### src/rtl/spike_decoder.sv
`default_nettype none
// ============================================================================
// Module   : spike_decoder
// Purpose  : Rebuilds an amplitude level from up/down spike trains and emits
//            periodic level snapshots on a valid/ready stream.
// Revision : 1.0 - initial release
// ============================================================================
module spike_decoder #(
    parameter int unsigned CLK_DIV       = 1200000,
    parameter int unsigned DATA_W        = 32,
    parameter int unsigned DEFAULT_LEVEL = 0
) (
    input  logic              clk_i,
    input  logic              rst_ni,
    input  logic              en_i,
    input  logic              spike_up_i,
    input  logic              spike_dn_i,
    input  logic [DATA_W-1:0] delta_i,
    output logic [DATA_W-1:0] level_o,
    output logic [DATA_W-1:0] sample_o,
    output logic              sample_valid_o,
    input  logic              sample_ready_i,
    output logic              sat_o,
    output logic              drop_o
);

    localparam int unsigned       CNT_W     = (CLK_DIV > 2) ? $clog2(CLK_DIV) : 1;
    localparam logic [CNT_W-1:0]  C_CNT_MAX = CNT_W'(CLK_DIV - 1);
    localparam logic [DATA_W-1:0] C_LVL_RST = DATA_W'(DEFAULT_LEVEL);
    localparam logic [DATA_W-1:0] C_LVL_MAX = '1;

    typedef enum logic [0:0] {
        S_IDLE = 1'b0,
        S_PEND = 1'b1
    } state_t;

    state_t            r_state;
    logic [CNT_W-1:0]  r_cnt;
    logic [DATA_W-1:0] r_level;
    logic [DATA_W-1:0] r_sample;
    logic              r_sat;
    logic              r_drop;

    logic              w_tick;
    logic              w_up;
    logic              w_dn;
    logic [DATA_W:0]   w_sum;
    logic [DATA_W:0]   w_diff;

    assign w_tick = en_i && (r_cnt == C_CNT_MAX);
    assign w_up   = en_i && spike_up_i && !spike_dn_i;
    assign w_dn   = en_i && spike_dn_i && !spike_up_i;
    // The extra MSB is the carry on add and the borrow on subtract.
    assign w_sum  = {1'b0, r_level} + {1'b0, delta_i};
    assign w_diff = {1'b0, r_level} - {1'b0, delta_i};

    always_ff @(posedge clk_i or negedge rst_ni) begin
        if (!rst_ni) begin
            r_cnt <= '0;
        end else if (!en_i || w_tick) begin
            r_cnt <= '0;
        end else begin
            r_cnt <= r_cnt + 1'b1;
        end
    end

    always_ff @(posedge clk_i or negedge rst_ni) begin
        if (!rst_ni) begin
            r_level <= C_LVL_RST;
            r_sat   <= 1'b0;
        end else if (w_up) begin
            if (w_sum[DATA_W]) begin
                r_level <= C_LVL_MAX;
                r_sat   <= 1'b1;
            end else begin
                r_level <= w_sum[DATA_W-1:0];
            end
        end else if (w_dn) begin
            if (w_diff[DATA_W]) begin
                r_level <= '0;
                r_sat   <= 1'b1;
            end else begin
                r_level <= w_diff[DATA_W-1:0];
            end
        end
    end

    // Snapshot takes the pre-update level; a tick while the consumer stalls
    // keeps the old sample and flags the loss.
    always_ff @(posedge clk_i or negedge rst_ni) begin
        if (!rst_ni) begin
            r_state  <= S_IDLE;
            r_sample <= '0;
            r_drop   <= 1'b0;
        end else begin
            case (r_state)
                S_IDLE: begin
                    if (w_tick) begin
                        r_sample <= r_level;
                        r_state  <= S_PEND;
                    end
                end
                S_PEND: begin
                    if (sample_ready_i) begin
                        if (w_tick) begin
                            r_sample <= r_level;
                        end else begin
                            r_state <= S_IDLE;
                        end
                    end else if (w_tick) begin
                        r_drop <= 1'b1;
                    end
                end
                default: r_state <= S_IDLE;
            endcase
        end
    end

    assign level_o        = r_level;
    assign sample_o       = r_sample;
    assign sample_valid_o = (r_state == S_PEND);
    assign sat_o          = r_sat;
    assign drop_o         = r_drop;

endmodule
`default_nettype wire

### config.mk
export PLATFORM = sky130hd
export DESIGN_NAME = spike_decoder
export DESIGN_NICKNAME = d
export VERILOG_FILES = /design/src/rtl/spike_decoder.sv
export SDC_FILE = /design/constraint.sdc
export NUM_CORES = 1
export LEC_CHECK = 0
export ABC_AREA = 1
export BUFFER_PORTS_ARGS = -buffer_cell sky130_fd_sc_hd__buf_4
export CAP_MARGIN = 20
export CORE_ASPECT_RATIO = 1.1
export CORE_MARGIN = 5
export CORE_UTILIZATION = 62
export CTS_BUF_LIST = sky130_fd_sc_hd__clkbuf_8
export DETAILED_ROUTE_END_ITERATION = 10
export GPL_TIMING_DRIVEN = 0
export HOLD_SLACK_MARGIN = 0.05
export PLACE_DENSITY_LB_ADDON = 0.25
export RECOVER_POWER = 50
export SETUP_SLACK_MARGIN = 0.15
export SLEW_MARGIN = 20
export SYNTH_ARGS = -nofsm -noshare
export SYNTH_HDL_FRONTEND = slang
export SYNTH_SLANG_ARGS = --single-unit
### constraint.sdc
create_clock -name clk_i -period 6.95 [get_ports clk_i]
set_clock_uncertainty 0.1 [all_clocks]
set_input_delay 1.39 -clock clk_i [delete_from_list [all_inputs] [get_ports clk_i]]
set_output_delay 1.39 -clock clk_i [all_outputs]
set_load 0.005 [all_outputs]
Yosys cells after proc, flatten, opt, wreduce, memory -nomap -nowiden:

Index checks and enable logic that the tools add are counted.

* logic and storage cells: 42
* output and inout bits: 67
* input port bits: 38
* bits in registers: 88

* reduce and logical (&&, ||, !) cells: 13
* $add $sub $neg: 3
* equality and inequality tests: 3
* mux-type cells: 15
* bitwise operators: 2

Operators by type and width (count)
* $mux W32: 6
* $pmux W32 S2: 1
* $add A32 B32 Y33: 1
* $sub A32 B32 Y33: 1
* $add A21 B1 Y21 const B: 1
* $eq A21 B21 Y1 const B: 1
* $mux W21: 1
* $mux W1: 6
* $reduce_and A3 Y1: 2
* $logic_and A1 B1 Y1: 5
* $reduce_bool A2 Y1: 2
* $logic_not A1 Y1: 3
* $ne A2 B1 Y1 const B: 1
* $ne A2 B2 Y1 const B: 1
* $not A1 Y1: 2
* $pmux W1 S2: 1
* $logic_or A1 B1 Y1: 1

Longest topological paths before layout:

* depth in word-level cells: 5
* gate-level depth with buffers: 20

Worst setup path before layout:

Ideal clock, no wire load.

* kind: in2reg
* start point: input port delta_i[0]
* end point: register r_level[12], in the netlist level_o[12]
* setup time: 0.075 ns
* stages on the path: 16
* arrival time: 3.103 ns
* data required time: 6.775 ns
* buffers on the path: 1
* path slack: 3.672 ns
* cell sequence: ha_1 > fa_1 > inv_1 > nand3_1 > nand3_1 > nand2_1 > nand2_2 > nand2_2 > nand3_4 > nand2_4 > a21oi_4 > buf_6 > nand2_1 > nand2_1 > nand2_1 > o21ai_2

* cells in the longest elaborated chain, start to end: 4

RTL lines
* start, declared: line 18 `input logic [DATA_W-1:0] delta_i,`
* $sub A32 B32 Y33: line 55 `assign w_diff = {1'b0, r_level} - {1'b0, delta_i};`
* $mux W32: line 79 `if (w_diff[DATA_W]) begin`
* $mux W32: line 78 `end else if (w_dn) begin`
* $mux W32 *: line 71 `end else if (w_up) begin`
* end signal, assigned: line 76 `r_level <= w_sum[DATA_W-1:0];`
* end signal, assigned: line 83 `r_level <= w_diff[DATA_W-1:0];`
* end, declared: line 39 `logic [DATA_W-1:0] r_level;`

Mark *: on every way between the ends. The rest lies on a longest branch, timed or not. The select of a mux whose other input is x is not followed.
A chain may end at the register's enable or synchronous reset.

Worst setup path after layout:

* start point: input port delta_i[0]
* end point: register r_level[23], in the netlist level_o[23]

Same word-level chain as after synthesis.

==> impl_summary.log <==
[metrics] die width: 125 µm
[metrics] global route overflow: 0
[metrics] number of placement rows: 46
[metrics] number of hold violations in the final report: 0
[metrics] path type of the worst setup path: primary input to flop
[metrics] number of remaining DRC errors: 0
[metrics] wire length of the first global-routing pass: 48.1 mm
[metrics] DRT iter0 DRCs: 1053
[metrics] EDFF count, synth: 0
[metrics] number of failing setup endpoints in the final timing report: 0
[metrics] setup tns final: 0 ps
[metrics] clk root buf: sky130_fd_sc_hd__clkbuf_8
[metrics] Mapped Avg Cell Area: 6.02 µm²
[metrics] classification of the worst-slack hold path: flop to flop
[metrics] clock slew at the register clock pins of the worst setup and hold paths: 100 ps
[metrics] cts-stage hold buffer count: 0
[metrics] ys flop type: sky130_fd_sc_hd__dfrtp_1
[metrics] async set or reset register ratio after synthesis: 1.00
[metrics] leakage power: 6.01 nW
[metrics] Max clock buf depth: 2
[metrics] share of final-layout standard cells stronger than drive strength 1: 0.126
[metrics] most frequent cells in the layout: sky130_fd_sc_hd__nand2_1, sky130_fd_sc_hd__inv_1, sky130_fd_sc_hd__nor2_1, sky130_fd_sc_hd__buf_4, sky130_fd_sc_hd__nand3_1
[metrics] number of clock sinks seen by CTS: 88
[metrics] Slew Limit Fails: 0
[metrics] number of standard cells in the layout, taps in and fillers out: 1816
[metrics] Port Buffer Count: 104
[metrics] CTS resizes: 0
[metrics] post-placement cell count: 1800
[metrics] wire length per cell: 16.8 µm
[metrics] HPWL reported at the end of detailed placement: 24.8 mm
[metrics] total inserted antenna cells: 0
[metrics] CTS H-tree lvls: 3
[metrics] count of state elements after synthesis: 88
[metrics] Top-Level Pins: 105
[metrics] post-CTS setup-driven buffer insertion count: 0
[metrics] Max FO, Critical Path: 10
[metrics] maximum capacitance violations: 0
[metrics] number of distinct standard cells referenced by the synthesized netlist: 44
[metrics] die outline area: 0.0171 mm²
[metrics] setup repair after global routing missed its margin: no
[metrics] routed wire length: 30.5 mm
[metrics] post-route minimum period: 3620 ps
[metrics] Achievable Freq: 276 MHz
[metrics] insertion delay of the later-clocked pin in the worst-skew pair: 390 ps
[metrics] global-route usage over all layers: 0.357
[metrics] standard cell area after detailed placement: 0.0101 mm²
[metrics] area added between synthesis and finish: 13.4%
[metrics] number of nets still failing antenna checks after routing: 0
[metrics] commonest non-fill, non-tap cell in the layout: sky130_fd_sc_hd__nand2_1
[metrics] Post-Synthesis Net Count: 1610
[metrics] worst slack on hold paths: 376 ps
[metrics] slew at the pin closest to its max-slew limit: 871 ps
[metrics] critical path required time: 7180 ps
[metrics] signal arrival time at the worst endpoint: 3850 ps
[metrics] average via count per standard cell: 5.53
[metrics] type of destination of the critical path: flop
[metrics] TritonCTS buffer count: 9
[metrics] result of the run: finished, final reports clean
[metrics] post-route design area: 0.0103 mm²
[metrics] Slew HR: 0.419
[metrics] GP Congestion: 1.03
[metrics] count of yosys warnings during synthesis: 0
[metrics] sequential element share of the synthesized area: 0.243
[metrics] vias in the first global route: 9480
[metrics] worst supply voltage drop on vdd: 231 µV
[metrics] initial antenna violation count: 0
[metrics] type of origin of the critical path: primary input
[metrics] share of the clock period used by the worst path: 0.521
[metrics] largest net degree at the start of global routing: 89
[metrics] CTS tree: done
[metrics] area of the core region: 0.0144 mm²
[metrics] via count: 10000
[metrics] power per cell area: 338 mW/mm²
[metrics] Cells after Synth: 1504
[metrics] initial core utilization: 0.630
[metrics] number of optimization iterations in the first detailed-route pass: 7
[metrics] Die Y: 137 µm
[metrics] Post-Synthesis Cell Area: 0.00906 mm²
[metrics] Layout Nets: 1725
sequential cells by signal, summed over array words and instances, names as in the netlist:
register	cells
level_o	32
sample_o	32
r_cnt	21
drop_o	1
sample_valid_o	1
sat_o	1
kinds of logic after synthesis:
family,Yosys count,synth area share
buffers and inverters,307,0.138
and+or+nand+nor,843,0.393
xor gates and xnor gates,28,0.0271
DFF,88,0.243
AOI/OAI and AO/OA,170,0.104
adders and majority gates,68,0.0956
per-stage QoR:
stage          utilization  power (mW)  worst slack (ps)
2_1_floorplan            -        2.27              3670
3_3_place_gp         0.701        2.97              3090
3_5_place_dp         0.701        3.01              3030
4_1_cts              0.715        3.42              3430
5_1_grt              0.714        3.75              3280
6_report             0.714        3.48              3330
final timing paths:
| kind | from | end | slack [ps] | cells past startpoint |
|---|---|---|---|---|
| worst max register to register | level_o[0] | level_o[23] | 3940 | 17 |
| max in group asynchronous | rst_ni | level_o[0] | 5190 | 1 |
| worst max-delay path | delta_i[0] | level_o[23] | 3330 | 17 |
| min in group asynchronous | rst_ni | level_o[19] | 950 | 1 |
| worst min register to register | sample_o[28] | sample_o[28] | 380 | 2 |
| worst min-delay path | sample_o[28] | sample_o[28] | 380 | 2 |
synth_stat cells, types with 4 or more instances:
cell type	number	area (µm²)
sky130_fd_sc_hd__nor4_1	7	43.8
sky130_fd_sc_hd__buf_4	9	67.6
sky130_fd_sc_hd__inv_1	252	946
sky130_fd_sc_hd__buf_6	5	56.3
sky130_fd_sc_hd__buf_2	23	115
sky130_fd_sc_hd__ha_1	66	826
sky130_fd_sc_hd__nand2_1	507	1900
sky130_fd_sc_hd__a21oi_1	74	370
sky130_fd_sc_hd__o21ai_0	41	205
sky130_fd_sc_hd__nor2_2	8	50.1
sky130_fd_sc_hd__nand2_2	14	87.6
sky130_fd_sc_hd__xor2_1	25	219
sky130_fd_sc_hd__nor2_1	150	563
sky130_fd_sc_hd__nand3_1	92	460
sky130_fd_sc_hd__nand4_1	29	181
sky130_fd_sc_hd__o21ai_1	30	150
sky130_fd_sc_hd__inv_2	11	41.3
sky130_fd_sc_hd__nor3_1	16	80.1
sky130_fd_sc_hd__nor3b_1	4	30.0
sky130_fd_sc_hd__o21bai_1	12	90.1
sky130_fd_sc_hd__clkbuf_1	5	18.8
sky130_fd_sc_hd__dfrtp_1	88	2200
sky130_fd_sc_hd__a21oi_2	5	43.8
layout make-up:
| type | instances | area (µm²) |
|---|---|---|
| multi-input combinational | 1109 | 5600 |
| fill | 1289 | 4110 |
| sequential | 88 | 2200 |
| inverter | 264 | 991 |
| timing repair buffer | 104 | 781 |
| buffer | 43 | 259 |
| tap | 192 | 240 |
| clock buffer | 9 | 124 |
| clock inverter | 7 | 85.1 |
report_power, final:
part,total (mW),switching (mW),internal (mW)
clock,0.398,0.224,0.174
combinational,2.34,1.55,0.789
sequential,0.736,0.147,0.589
total,3.48,1.92,1.55
per-layer routing:
layer	GRT usage	vias to the layer above	wire, µm
li1	-	4900	-
met1	0.433	4486	11900
met2	0.587	525	14000
met3	0.0640	123	2500
met4	0.231	0	2110
met5	0	-	0
worst max-delay path, stage by stage:
cell	delay, ps
sky130_fd_sc_hd__buf_4	130
sky130_fd_sc_hd__ha_1	200
sky130_fd_sc_hd__fa_1	420
sky130_fd_sc_hd__inv_1	100
sky130_fd_sc_hd__nand3_1	70
sky130_fd_sc_hd__nand3_1	170
sky130_fd_sc_hd__nand2_1	90
sky130_fd_sc_hd__nand2_2	130
sky130_fd_sc_hd__nand2_2	80
sky130_fd_sc_hd__nand3_4	80
sky130_fd_sc_hd__nand2_4	60
sky130_fd_sc_hd__a21oi_4	290
sky130_fd_sc_hd__buf_6	240
sky130_fd_sc_hd__nand3_1	90
sky130_fd_sc_hd__nand2_1	170
sky130_fd_sc_hd__nand2_1	70
sky130_fd_sc_hd__nand2_1	60
Power figures use the tool's default switching activity.
